--- src/rtl/ctrl_pipe_pkg.sv ---
// ctrl_pipe_pkg: control-word layout, stage records, bubbles and forwarding codes for ctrl_pipeline (CTRL_PIPELINE_FWD_EN aware)
package ctrl_pipe_pkg;
  localparam int CTRL_W = 11;
  localparam int EX_W = 9;
  localparam int MM_W = 5;
  localparam int WB_W = 2;
  localparam int ALUOP_HI = 8;
  localparam int ALUOP_LO = 7;
  localparam int MUX4 = 6;
  localparam int MUX5 = 5;
  localparam int MEMR = 4;
  localparam int MEMW = 3;
  localparam int PCSEL = 2;
  localparam int REGW = 1;
  localparam int MUX6 = 0;
  localparam logic [1:0] FWD_RF = 2'b00;
  localparam logic [1:0] FWD_MM = 2'b01;
  localparam logic [1:0] FWD_WB = 2'b10;
  typedef struct packed {
    logic            valid;
    logic [EX_W-1:0] ctrl;
    logic [4:0]      rd, rs, rt;
  } ex_t;
  typedef struct packed {
    logic            valid;
    logic [MM_W-1:0] ctrl;
    logic [4:0]      rd, rs, rt;
  } mm_t;
  typedef struct packed {
    logic            valid;
    logic [WB_W-1:0] ctrl;
    logic [4:0]      rd, rs, rt;
  } wb_t;
  localparam ex_t EX_BUBBLE = '0;
  localparam mm_t MM_BUBBLE = '0;
  localparam wb_t WB_BUBBLE = '0;
  function automatic logic reads(input logic [4:0] r, input logic use_r, input logic [4:0] d);
    return use_r && r != 5'd0 && r == d;
  endfunction
endpackage

--- src/rtl/ctrl_hazard_unit.sv ---
// ctrl_hazard_unit: combinational stall detect; with CTRL_PIPELINE_FWD_EN also EX operand forwarding selects
module ctrl_hazard_unit
  import ctrl_pipe_pkg::*;
(
  input  logic [4:0] id_rs,
  input  logic [4:0] id_rt,
  input  logic       id_use_rs,
  input  logic       id_use_rt,
  input  logic       ex_memr,
  input  logic       ex_regw,
  input  logic [4:0] ex_rd,
  input  logic       mm_regw,
  input  logic [4:0] mm_rd,
  input  logic       wb_regw,
  input  logic [4:0] wb_rd,
`ifdef CTRL_PIPELINE_FWD_EN
  input  logic [4:0] ex_rs,
  input  logic [4:0] ex_rt,
  output logic [1:0] fwd_a,
  output logic [1:0] fwd_b,
`endif
  output logic       hazard
);
  logic hit_ex;
  assign hit_ex = reads(id_rs, id_use_rs, ex_rd) || reads(id_rt, id_use_rt, ex_rd);
`ifdef CTRL_PIPELINE_FWD_EN
  logic unused;
  function automatic logic [1:0] src(input logic [4:0] r);
    return reads(r, mm_regw, mm_rd) ? FWD_MM : reads(r, wb_regw, wb_rd) ? FWD_WB : FWD_RF;
  endfunction
  assign unused = ex_regw;
  assign fwd_a = src(ex_rs);
  assign fwd_b = src(ex_rt);
  assign hazard = ex_memr && hit_ex;
`else
  logic hit_mm, hit_wb;
  assign hit_mm = reads(id_rs, id_use_rs, mm_rd) || reads(id_rt, id_use_rt, mm_rd);
  assign hit_wb = reads(id_rs, id_use_rs, wb_rd) || reads(id_rt, id_use_rt, wb_rd);
  assign hazard = ((ex_memr || ex_regw) && hit_ex) || (mm_regw && hit_mm) || (wb_regw && hit_wb);
`endif
endmodule

--- src/rtl/ctrl_pipeline.sv ---
// ctrl_pipeline: EX/MM/WB control pipeline with load-use/RAW stall, jump flush, memory freeze; CTRL_PIPELINE_FWD_EN adds fwd_a/fwd_b
module ctrl_pipeline
  import ctrl_pipe_pkg::*;
(
  input  logic              clk,
  input  logic              rst_n,
  input  logic              id_valid,
  input  logic [CTRL_W-1:0] id_ctrl,
  input  logic [4:0]        id_rs,
  input  logic [4:0]        id_rt,
  input  logic              id_use_rs,
  input  logic              id_use_rt,
  input  logic [4:0]        id_rd,
  input  logic              mem_stall,
  output logic              id_stall,
  output logic              flush,
  output logic [1:0]        ex_aluop,
  output logic              ex_mux4,
  output logic              ex_mux5,
  output logic              mm_memr,
  output logic              mm_memw,
  output logic              mm_pcsel,
  output logic              wb_regw,
  output logic              wb_mux6,
  output logic [4:0]        ex_rd,
  output logic [4:0]        mm_rd,
`ifdef CTRL_PIPELINE_FWD_EN
  output logic [1:0]        fwd_a,
  output logic [1:0]        fwd_b,
`endif
  output logic [4:0]        wb_rd
);
  ex_t ex, ex_n;
  mm_t mm, mm_n;
  wb_t wb, wb_n;
  logic hazard, ex_regw, mm_regw, unused;
  assign unused = ^{id_ctrl[CTRL_W-1:EX_W], wb.rs, wb.rt};
  assign ex_aluop = ex.valid ? ex.ctrl[ALUOP_HI:ALUOP_LO] : 2'b00;
  assign ex_mux4 = ex.valid && ex.ctrl[MUX4];
  assign ex_mux5 = ex.valid && ex.ctrl[MUX5];
  assign ex_regw = ex.valid && ex.ctrl[REGW];
  assign ex_rd = ex.valid ? ex.rd : 5'd0;
  assign mm_memr = mm.valid && mm.ctrl[MEMR];
  assign mm_memw = mm.valid && mm.ctrl[MEMW];
  assign mm_pcsel = mm.valid && mm.ctrl[PCSEL];
  assign mm_regw = mm.valid && mm.ctrl[REGW];
  assign mm_rd = mm.valid ? mm.rd : 5'd0;
  assign wb_regw = wb.valid && wb.ctrl[REGW];
  assign wb_mux6 = wb.valid && wb.ctrl[MUX6];
  assign wb_rd = wb.valid ? wb.rd : 5'd0;
  assign flush = !mem_stall && mm_pcsel;
  assign id_stall = mem_stall || (!flush && hazard);
  ctrl_hazard_unit u_hazard (
    .id_rs(id_rs),
    .id_rt(id_rt),
    .id_use_rs(id_use_rs),
    .id_use_rt(id_use_rt),
    .ex_memr(ex.valid && ex.ctrl[MEMR]),
    .ex_regw(ex_regw),
    .ex_rd(ex_rd),
    .mm_regw(mm_regw),
    .mm_rd(mm_rd),
    .wb_regw(wb_regw),
    .wb_rd(wb_rd),
`ifdef CTRL_PIPELINE_FWD_EN
    .ex_rs(ex.valid ? ex.rs : 5'd0),
    .ex_rt(ex.valid ? ex.rt : 5'd0),
    .fwd_a(fwd_a),
    .fwd_b(fwd_b),
`endif
    .hazard(hazard)
  );
  // next stage contents: a taken jump squashes ID and EX; hazards and empty ID slots enter EX as bubbles
  always_comb begin
    ex_n = (flush || hazard || !id_valid) ? EX_BUBBLE : ex_t'({1'b1, id_ctrl[EX_W-1:0], id_rd, id_rs, id_rt});
    mm_n = flush ? MM_BUBBLE : mm_t'({ex.valid, ex.ctrl[MM_W-1:0], ex.rd, ex.rs, ex.rt});
    wb_n = wb_t'({mm.valid, mm.ctrl[WB_W-1:0], mm.rd, mm.rs, mm.rt});
  end
  // stage registers: cleared at once by reset, frozen while data memory is busy
  always_ff @(posedge clk or negedge rst_n) begin
    if (!rst_n) begin
      ex <= EX_BUBBLE;
      mm <= MM_BUBBLE;
      wb <= WB_BUBBLE;
    end else if (!mem_stall) begin
      ex <= ex_n;
      mm <= mm_n;
      wb <= wb_n;
    end
  end
endmodule
--- config.mk ---
export PLATFORM = sky130hd
export DESIGN_NAME = ctrl_pipeline
export DESIGN_NICKNAME = d
export VERILOG_FILES = /design/src/rtl/ctrl_pipe_pkg.sv /design/src/rtl/ctrl_hazard_unit.sv /design/src/rtl/ctrl_pipeline.sv
export SDC_FILE = /design/constraint.sdc
export NUM_CORES = 1
export LEC_CHECK = 0
export CAP_MARGIN = 0
export CORE_MARGIN = 10
export CORE_UTILIZATION = 52
export DETAILED_ROUTE_END_ITERATION = 12
export HOLD_SLACK_MARGIN = 0.12
export PLACE_DENSITY = 0.85
export SLEW_MARGIN = 20
export SYNTH_ARGS = -nofsm -noshare
export SYNTH_HDL_FRONTEND = slang
export SYNTH_HIERARCHICAL = 1
export SYNTH_SLANG_ARGS = --single-unit
export TNS_END_PERCENT = 100
--- constraint.sdc ---
create_clock -name clk -period 3.19 [get_ports clk]
set_clock_uncertainty 0.05 [all_clocks]
set_input_delay 0.638 -clock clk [delete_from_list [all_inputs] [get_ports clk]]
set_output_delay 0.638 -clock clk [all_outputs]
set_load 0.03 [all_outputs]
* After elaboration in Yosys (flattened, before gate mapping)
Index checks and enable logic that the tools add are counted.
Widths: inputs -> output; s select.
** Word-level totals
- Flip-flop bits (word level) :: 44
- Bits of input ports :: 32
- Output and inout bits :: 26
** Cells by class
- Eq/ne operators :: 6
- Multiplexer cells :: 6
- Reduce and logical (&&, ||, !) cells :: 37
** Operator list (count)
- $eq 5x5->1 :: 6
- $mux 25 :: 1
- $logic_and 1x1->1 :: 23
- $mux 21 :: 1
- $mux 5 :: 3
- $reduce_bool 5->1 :: 2
- $logic_or 1x1->1 :: 9
- $logic_not 1->1 :: 3
- $mux 2 :: 1

* Longest topological paths before layout
Gate-level depths: netlist (run 1).
- Word-level depth :: 10
- Mapped depth :: 10
- Depth with buffers taken out :: 8

* Cells and area by module
The synthesis (run 1) kept the hierarchy.
** By module, submodules not included
- ctrl_pipeline :: times used 1, cells an instance 162, area each 1744.2 sq um
- ctrl_hazard_unit :: times used 1, cells an instance 49, area each 375.4 sq um

* Worst setup path before layout (run 1)
OpenSTA, ideal clock, no wires.
- Path kind :: reg2out
- Start point :: reg ex[24] (netlist bit)
- End point :: out id_stall
- Arrival :: 1.932 ns
- Required time :: 2.502 ns
- Setup slack :: 0.570 ns
- Cell stages (with the launch flop) :: 9
- Buffers on the path :: 1
- Cells stage by stage :: dfrtp_1 > clkbuf_1 > and2_1 > xnor2_1 > nand4_1 > nor3_1 > a31oi_1 > o221ai_1 > a21o_1
** Between the ends
- Word-level cells in the longest chain between the ends :: 9
** RTL lines
- start: declaration :: line ctrl_pipeline.sv:33 : ex_t ex, ex_n;
- start signal: assignment :: line ctrl_pipeline.sv:86 : ex <= ex_n;
- $mux 5 * :: line ctrl_pipeline.sv:42 : assign ex_rd = ex.valid ? ex.rd : 5'd0;
- net ex_rd[1] :: line ctrl_pipeline.sv:25 : output logic [4:0] ex_rd,
- $eq 5x5->1 :: line ctrl_pipe_pkg.sv:38 : return use_r && r != 5'd0 && r == d;
- $logic_and 1x1->1 :: line ctrl_pipe_pkg.sv:38
- $logic_or 1x1->1 * :: line ctrl_hazard_unit.sv:25 : assign hit_ex = reads(id_rs, id_use_rs, ex_rd) || reads(id_rt, id_use_rt, ex_rd);
- $logic_and 1x1->1 * :: line ctrl_hazard_unit.sv:39 : assign hazard = ((ex_memr || ex_regw) && hit_ex) || (mm_regw && hit_mm) || (wb_regw && hit_wb);
- $logic_or 1x1->1 * (2 in series) :: line ctrl_hazard_unit.sv:39
- net hazard :: line ctrl_pipeline.sv:36 : logic hazard, ex_regw, mm_regw, unused;
- $logic_and 1x1->1 * :: line ctrl_pipeline.sv:52 : assign id_stall = mem_stall || (!flush && hazard);
- $logic_or 1x1->1 * :: line ctrl_pipeline.sv:52
- end: declaration :: line ctrl_pipeline.sv:15 : output logic id_stall,
The timed path passes the listed nets; every way through them passes the cells marked *.

* Worst setup path in the final report (run 1)
- Start point :: in id_rs[3]
- End point :: out id_stall
** Between the ends
- Word-level cells in the longest chain between the ends :: 9
** RTL lines
- start: declaration :: line ctrl_pipeline.sv:9 : input logic [4:0] id_rs,
- $reduce_bool 5->1 :: line ctrl_pipe_pkg.sv:38
- $logic_and 1x1->1 (2 in series) :: line ctrl_pipe_pkg.sv:38
- $logic_or 1x1->1, on equally long branches :: line ctrl_hazard_unit.sv:25, ctrl_hazard_unit.sv:37
- $logic_and 1x1->1 :: line ctrl_hazard_unit.sv:39
- $logic_or 1x1->1 :: line ctrl_hazard_unit.sv:39
- $logic_or 1x1->1 * :: line ctrl_hazard_unit.sv:39
- net hazard :: line ctrl_pipeline.sv:36
- $logic_and 1x1->1 * :: line ctrl_pipeline.sv:52
- $logic_or 1x1->1 * :: line ctrl_pipeline.sv:52
Marked as above.

==> flow_summary.toml, run 1 <==
[routing]
drcViolationCount = 0
wirelength_microns = 5335
ant_nets = 0
viasPerCell = 5.183
drt-initial-drc-count = 63
first_pass_iters = 4
post_drt_wl_per_cell_microns = 16.31
vias = 1695

[floorplanning]
die_w_microns = 83.85
die_height_microns = 83.85
initial_core_util_pct = 53.37
dieArea_sq_um = 7030
core_sq_um = 3971
rows = 23
pin_count = 58

[worst_setup_path]
criticalPathCategory = "in -> out"
critPathMaxFanout = 3
worstSetupStartpointType = "input pin"
required_ns = 2.50
cp-end-kind = "primary output"
critical_path_arrival_ns = 2.43

[power]
p_leak_nw = 1.339
ir_drop_mv = 0.4444
p_per_area_nw_per_um2 = 446.2

[clocking]
cts_tree = "built"
cts.sinks = 34
clock_latency_ns = 0.29
htreeDepth = 2
cts-root-buf = "clkbuf_8"
cts_hold_buf = 0
clk_path_buf_depth = 2
clk_pin_slew_ns = 0.06
cts_made_buffers = 5

[final_layout]
layout-area-overhead-vs-synth_pct = 39.20
nNetsFinal = 308
seqCellArea_sq_um = 850.8
stdcell_count = 327
multi_input_area_sq_um = 1170
drive_above_1_share_pct = 20.94
diodes = 0
fillCellCount = 290

[timing]
setup_viol = 0
rsz0062_at_grt = "no"
relSlewSlack_pct = 59.16
fmax_mhz = 320.4
period_minus_slack_ns = 3.121
hold_viol = 0
tightestPinTransition_ns = 0.6127
hold_ws_ns = 0.4210
slew_viol_final = 0
fin_crit_sh_pct = 97.85

[grt]
grtUsageTotal_pct = 15.03
grt_pass1_vias = 1797
antenna_found_initial = 0
gr-total-overflow = 0
grt_max_degree = 62
grt_first_pass_wirelength_microns = 8756

[place]
place.gp.congestion = 0.9190
place_inst = 319
dpl.hpwl_microns = 3949
portBuffers = 55

[job]
cap_violations = 0

[logic_synthesis]
synth.net_count = 243
seq_area_frac_synth_pct = 40.14
synth_area_leaders = "dfrtp_1 40%, o41ai_2 11%, and2_1 7.7%"
ys_warn_count = 6
synth_top_area_cell = "dfrtp_1"
syn_area_sq_um = 2120
yosysUniqueCellTypes = 28
ys_seq_elements = 34
syn_area_per_cell_sq_um = 10.05
syn_inst = 211
yosys.area.top_type_share_pct = 40.14

[min_path]
hold_path.class = "reg -> reg"

[run_status]
status = "complete, no violations"
-- synthesized netlist by cell type --
cell type	n
nand2_1	26
nand2b_4	1
xnor2_1	16
inv_4	1
nor4_1	4
nor3_1	2
nor2_1	2
and2_1	26
clkbuf_1	2
or4_1	2
o21ai_0	11
buf_4	2
o41ai_2	14
nand3_1	2
o21ai_1	3
mux2_2	8
o31ai_1	1
nand2b_1	11
dfrtp_1	34
buf_2	3
nand2_2	1
a31oi_1	2
xor2_1	14
buf_6	5
a21o_1	1
inv_1	14
nand4_1	2
o221ai_1	1
-- where the power goes --
part | total [W] | internal (W) | switching, W | leakage (nW)
Sequential | 0.000515 | 0.000478 | 0.0000375 | 0.445
Clock | 0.000485 | 0.000333 | 0.000152 | 0.0714
Combinational | 0.000316 | 0.000151 | 0.000165 | 0.823
-- registers in the layout, indices dropped and copies added (netlist names) --
register / cells
ex: 15
wb: 8
mm: 11
-- through the flow --
step | setup TNS (ns) | setup slack [ns] | power [W] | util (%) | cell area (sq um)
floorplan | 0 | 0.5698 | 0.0006997 | - | 2120
global placement | -0.01697 | -0.01697 | 0.0008259 | 69.09 | 2744
detailed placement | -0.01526 | -0.01526 | 0.0008339 | 69.09 | 2744
CTS | 0 | 0.03648 | 0.001329 | 72.94 | 2897
global route | 0 | 0.009233 | 0.001385 | 74.29 | 2950
finish | 0 | 0.06859 | 0.001316 | 74.29 | 2950
-- what timing repair did --
| action | in CTS | in global routing |
|---|---|---|
| setup endpoints to repair | 1 | 1 |
| gates resized for setup | 2 | 12 |
| hold endpoints to repair | 0 | 0 |
| pin swaps | 0 | 5 |
| setup buffers | 0 | 0 |
-- layout by cell type, fill, tap and decap left out --
cell / netlist / routed
xor2_1: 14 / 14
o21ai_1: 3 / 1
nand2_2: 1 / 1
nor4_2: 0 / 2
or4_4: 0 / 2
a21o_1: 1 / 1
o31ai_1: 1 / 1
inv_4: 1 / 1
and2_1: 26 / 26
dlymetal6s2s_1: 0 / 4
a31oi_1: 2 / 2
nor3_1: 2 / 1
buf_4: 2 / 16
nand2b_4: 1 / 1
nand4_1: 2 / 2
o21ai_0: 11 / 11
bufinv_16: 0 / 2
o21ai_4: 0 / 2
nor2_1: 2 / 2
nand3_1: 2 / 2
o41ai_2: 14 / 14
nor3_2: 0 / 1
o221ai_2: 0 / 1
nor4_1: 4 / 2
inv_1: 14 / 14
clkbuf_8: 0 / 6
clkdlybuf4s50_1: 0 / 49
xnor2_1: 16 / 16
mux2_2: 8 / 8
nand2_1: 26 / 26
nand2b_1: 11 / 11
buf_2: 3 / 1
dfrtp_1: 34 / 34
-- layout make-up --
cell class              instances  area share, %
clock inverters                 2          2.036
well taps                      50          2.120
clock buffers                   6          2.799
flip-flops and latches         34          28.84
inverters                      15          1.993
repair buffers                 70          22.56
multi-input cells             150          39.65
-- kinds of logic (layout without fill, tap and decap cells) --
kind of cell / Yosys count / in the layout / synth area share [%]
simple gates: 79 / 79 / 20.25
flops: 34 / 34 / 40.14
compound gates: 33 / 33 / 15.76
xor+xnor: 30 / 30 / 12.40
buf+inv: 27 / 93 / 7.202
mux: 8 / 8 / 4.250
-- path summary, 6_finish.rpt --
kind                            startpoint  endpoint  slack [ns]  cells past startpoint
min in group asynchronous            rst_n    ex[23]        0.70                      2
worst max register to register      ex[24]    ex[24]        0.86                      9
worst min register to register      ex[23]    ex[23]        0.42                      2
worst max-delay path              id_rs[3]  id_stall        0.07                      8
worst min-delay path                ex[23]    ex[23]        0.42                      2
max in group asynchronous            rst_n    ex[20]        2.08                      2
-- critical path: stages --
cell	delay, ns
clkdlybuf4s50_1	0.43
buf_4	0.16
xor2_1	0.17
nor4_2	0.36
a31oi_1	0.15
o221ai_2	0.23
a21o_1	0.14
buf_4	0.15
-- routing by layer --
| metal | wire [microns] | vias to the layer above | GRT usage [%] |
|---|---|---|---|
| li1 | - | 833 | - |
| met1 | 2378 | 792 | 18.43 |
| met2 | 2463 | 64 | 23.34 |
| met3 | 434 | 6 | 6.055 |
| met4 | 58 | 0 | 4.871 |
| met5 | 0 | - | 0 |
Note: power is estimated with default switching activity, not from simulation.
==> inputs of run 2 (changes only) <==
CORE_MARGIN = unset   (was 10)
==> flow_summary.toml, run 2 (synthesized netlist as in run 1, its figures left out) <==
[routing]
ant_nets = 0
drt-initial-drc-count = 78
vias = 1728
first_pass_iters = 4
post_drt_wl_per_cell_microns = 14.80
viasPerCell = 5.268
wirelength_microns = 4856
drcViolationCount = 0

[final_layout]
layout_commonest_cell = "clkdlybuf4s50_1"
diodes = 0
layout-area-overhead-vs-synth_pct = 36.72
stdcell_count = 328
fin_util_pct = 76.84
multi_input_area_sq_um = 1145
biggestRegsByFlops = "ex x15, mm x11, wb x8"
nNetsFinal = 311
regMostFlops = "ex"
final_cell_mix = "46 x clkdlybuf4s50_1, 34 x dfrtp_1, 26 x and2_1, 26 x nand2_1, 19 x buf_4"
fillCellCount = 281
drive_above_1_share_pct = 20.36
seqCellArea_sq_um = 850.8
largest_reg_flops = 15
final_area_sq_um = 2898

[floorplanning]
initial_core_util_pct = 56.20
core_sq_um = 3771
rows = 22
die_w_microns = 65.85
pin_count = 58
die_height_microns = 65.85
dieArea_sq_um = 4336

[worst_setup_path]
critPathMaxFanout = 3
worstSetupStartpointType = "input pin"
r2r_cells = 8
required_ns = 2.50
criticalPathCategory = "in -> out"
r2r-start = "wb[17]"
r2r_slack_ns = 0.86
critical_path_arrival_ns = 2.45
cp-end-kind = "primary output"
r2r-end = "ex[24]"

[place]
place_inst = 320
place.gp.congestion = 0.9032
dpl.hpwl_microns = 3486
placed_area_sq_um = 2766
portBuffers = 55

[timing]
slew_viol_final = 0
fin_crit_sh_pct = 98.47
relSlewSlack_pct = 65.66
hold_viol = 0
tightestPinTransition_ns = 0.5151
fmax_mhz = 318.4
hold_ws_ns = 0.4270
fin_setup_tns_ns = 0
rsz0062_at_grt = "no"
period_minus_slack_ns = 3.141
setup_viol = 0

[grt]
grt_first_pass_wirelength_microns = 7803
met2_usage_pct = 39.29
antenna_found_initial = 0
gr-total-overflow = 0
grt_pass1_vias = 1625
busiest_layer = "met2"
grt_use_met1_pct = 33.74
grt_max_degree = 52
grtUsageTotal_pct = 24.74
met3_usage_pct = 5.000

[clocking]
clk_pin_slew_ns = 0.07
htreeDepth = 2
cts_tree = "built"
cts-root-buf = "clkbuf_8"
cts.sinks = 34
cts_made_buffers = 5
cts_setup_buffers = 0
clk_path_buf_depth = 2
clock_latency_ns = 0.28
cts_hold_buf = 0

[min_path]
hold_path_depth = 2
min_to = "ex[22]"
hold_path.class = "reg -> reg"
min_from = "ex[22]"

[power]
p_leak_nw = 1.349
ir_drop_mv = 0.3315
p_per_area_nw_per_um2 = 399.3
power_frac_comb_pct = 27.5
power_switching_w = 0.0003515
cellInternalPower_w = 0.0008055
switching_share_pct = 30.38
pwr-share-seq_pct = 44.3
clkPwrFrac_pct = 28.2

[run_status]
status = "complete, no violations"

[job]
cap_violations = 0
run 2: changes by cell type in the layout (fill, tap and decap cells not counted), moves of 2 or more:
| cell | change |
|---|---|
| clkdlybuf4s50_1 | -3 |
| nor4_1 | +2 |
| nor4_2 | -2 |
| buf_4 | +3 |
| bufinv_16 | -2 |
| dlymetal6s2s_1 | +2 |
run 2: per-stage QoR:
stage                     worst slack (ns)  total power (W)
after floorplan                     0.5698        0.0006997
after global placement             -0.4744        0.0008310
after global routing              0.007065         0.001218
final                              0.04895         0.001157
after detailed placement           -0.4813        0.0008361
after CTS                          0.02333         0.001164
run 2: power groups by stage:
| stage | combinational, W | clock (W) | sequential (W) |
|---|---|---|---|
| 2_1_floorplan | 0.000194 | 0 | 0.000506 |
| 3_3_place_gp | 0.000313 | 0 | 0.000518 |
| 3_5_place_dp | 0.000316 | 0 | 0.000520 |
| 4_1_cts | 0.000318 | 0.000333 | 0.000512 |
| 5_1_grt | 0.000343 | 0.000355 | 0.000520 |
| 6_report | 0.000318 | 0.000327 | 0.000512 |
run 2: worst max path at each step:
stage	depth (start not counted)	slack [ns]	start	endpoint
floorplan	8	0.57	ex[24]	id_stall
global placement	8	-0.47	id_rs[3]	id_stall
detailed placement	8	-0.48	id_rs[3]	id_stall
CTS	8	0.02	id_rt[1]	id_stall
global route	9	0.007	id_rs[1]	id_stall
finish	9	0.05	id_rs[1]	id_stall
run 2: metal layers:
| metal | up-vias | routed length [microns] |
|---|---|---|
| li1 | 844 | - |
| met2 | 62 | 2257 |
| met3 | 4 | 295 |
| met1 | 818 | 2266 |
| met4 | 0 | 37 |
| met5 | - | 0 |
run 2: critical path, stage by stage:
cell and delay (ns):
clkdlybuf4s50_1 0.53, buf_4 0.16, xnor2_1 0.12, nand4_1 0.11
nor3_1 0.26, a31oi_1 0.08, o221ai_2 0.23, a21o_1 0.17
buf_4 0.16
run 2: timing repair:
item | 4_1_cts | 5_1_grt
pin swaps | 0 | 5
gates resized for setup | 10 | 10
endpoints found under the setup margin | 1 | 1
run 2: final cells by class:
cell class | count | area share (%)
Sequential cell | 34 | 29.36
Clock buffer | 7 | 2.979
Timing Repair Buffer | 73 | 23.88
Inverter | 15 | 2.029
Tap cell | 48 | 2.073
Multi-Input combinational cell | 150 | 39.51
Clock inverter | 1 | 0.1727
==> inputs of run 3 (changes only) <==
CORE_ASPECT_RATIO = 0.75   (was unset)
HOLD_SLACK_MARGIN = unset   (was 0.12)
SLEW_MARGIN = 10   (was 20)
==> flow_summary.toml, run 3 (synthesized netlist as in run 1, its figures left out) <==
[place]
portBuffers = 55
place.gp.congestion = 0.8330
dpl.hpwl_microns = 3667

[floorplanning]
pin_count = 58
rows = 19
initial_core_util_pct = 56.07
die_w_microns = 75.72
core_sq_um = 3780
dieArea_sq_um = 4338
die_height_microns = 57.29

[timing]
hold_ws_ns = 0.4269
fin_crit_sh_pct = 97.09
relSlewSlack_pct = 58.93
tightestPinTransition_ns = 0.6161
slew_viol_final = 0
period_minus_slack_ns = 3.097
setup_viol = 0
rsz0062_at_grt = "no"
hold_viol = 0
fmax_mhz = 322.9

[power]
finalPower_w = 0.001236
ir_drop_mv = 0.4273
switching_share_pct = 30.22
p_leak_nw = 1.328
power_switching_w = 0.0003735
power_frac_comb_pct = 25.6
cellInternalPower_w = 0.0008626
pwr-share-seq_pct = 41.8
clkPwrFrac_pct = 32.5
p_per_area_nw_per_um2 = 420.6

[routing]
wirelength_microns = 5204
first_pass_iters = 4
viasPerCell = 5.246
ant_nets = 0
drcViolationCount = 0
drt-initial-drc-count = 112
post_drt_wl_per_cell_microns = 15.63
vias = 1747

[worst_setup_path]
cp-end-kind = "primary output"
worstSetupStartpointType = "input pin"
required_ns = 2.50
r2r-end = "ex[24]"
r2r_cells = 10
criticalPathCategory = "in -> out"
r2r-start = "ex[24]"
r2r_slack_ns = 0.73
critical_path_arrival_ns = 2.41
critPathMaxFanout = 3

[clocking]
clk_path_buf_depth = 2
cts_made_buffers = 5
cts.sinks = 34
cts_tree = "built"
clock_latency_ns = 0.29
cts-root-buf = "clkbuf_8"
clk_pin_slew_ns = 0.07
htreeDepth = 2

[final_layout]
largest_reg_flops = 15
layout_commonest_cell = "clkdlybuf4s50_1"
nNetsFinal = 312
biggestRegsByFlops = "ex x15, mm x11, wb x8"
fin_util_pct = 77.76
diodes = 0
fillCellCount = 272
layout-area-overhead-vs-synth_pct = 38.67
regMostFlops = "ex"
drive_above_1_share_pct = 21.71
final_cell_mix = "50 x clkdlybuf4s50_1, 34 x dfrtp_1, 26 x and2_1, 26 x nand2_1, 20 x buf_4"

[grt]
grt_first_pass_wirelength_microns = 8231
grt_use_met1_pct = 39.38
gr-total-overflow = 0
grt_pass1_vias = 1622
met2_usage_pct = 39.03
grtUsageTotal_pct = 26.47
grt_max_degree = 62
met3_usage_pct = 5.654
antenna_found_initial = 0
busiest_layer = "met1"

[min_path]
hold_path.class = "reg -> reg"
min_to = "ex[22]"
min_from = "ex[22]"
hold_path_depth = 2

[run_status]
status = "complete, no violations"

[job]
cap_violations = 0
## run 3: cell types whose count changed in the layout (fill, tap and decap cells not counted), sizes merged
cell | before | now
buf | 20 | 21
bufinv | 0 | 1
clkbuf | 7 | 5
clkdlybuf4s50 | 46 | 50
clkinv | 1 | 0
clkinvlp | 0 | 2
dlygate4sd2 | 1 | 0
dlymetal6s2s | 6 | 3
## run 3: critical path, stage by stage
cell and delay, ns:
clkdlybuf4s50_1 0.47, or4_4 0.45, o21ai_4 0.18, nor4_2 0.07, o21ai_1 0.15, o221ai_2 0.12, a21o_1 0.17, buf_4 0.16
## run 3: power by group through the flow
stage,clock network [W],registers [W],logic (W)
2_1_floorplan,0,0.000506,0.000194
3_3_place_gp,0,0.000522,0.000304
3_5_place_dp,0,0.000525,0.000309
4_1_cts,0.000402,0.000517,0.000314
5_1_grt,0.000415,0.000525,0.000343
6_report,0.000402,0.000517,0.000317
## run 3: repair_timing
action	in CTS	in global routing
setup buffers	0	2
gates resized for setup	2	9
hold endpoints to repair	0	0
hold buffers	0	0
endpoints found under the setup margin	1	1
pin swaps	0	3
## run 3: per-stage QoR
stage	setup TNS [ns]	area [sq um]	worst slack [ns]	cells
floorplan	0	2120	0.5698	211
global placement	-0.04596	2761	-0.04596	323
detailed placement	0	2761	0.008121	323
CTS	0	2885	0.01802	331
global route	0	2939	0.005356	333
finish	0	2939	0.09267	333
## run 3: cell type report
type / count / area [sq um] / share of cell area, %
clock buffers: 5 / 68.82 / 2.341
clock inverters: 3 / 45.04 / 1.533
inverters: 15 / 58.81 / 2.001
multi-input cells: 150 / 1157 / 39.38
flip-flops and latches: 34 / 850.8 / 28.95
well taps: 52 / 65.06 / 2.214
repair buffers: 74 / 693.2 / 23.58
## run 3: how the worst max path moves through the flow
stage                     startpoint       end  slack, ns  cells past startpoint
after global routing        id_rt[4]  id_stall      0.005                      8
final                       id_rt[4]  id_stall       0.09                      8
after detailed placement    id_rt[3]  id_stall      0.008                      8
after global placement      id_rt[3]  id_stall      -0.05                      8
after floorplan               ex[24]  id_stall       0.57                      8
after CTS                   id_rt[1]  id_stall       0.02                      8
## run 3: per-layer routing
layer / vias to the layer above / share of wire (%)
met5: - / 0
met4: 0 / 1.2
li1: 844 / -
met2: 66 / 45
met3: 6 / 6.1
met1: 831 / 48
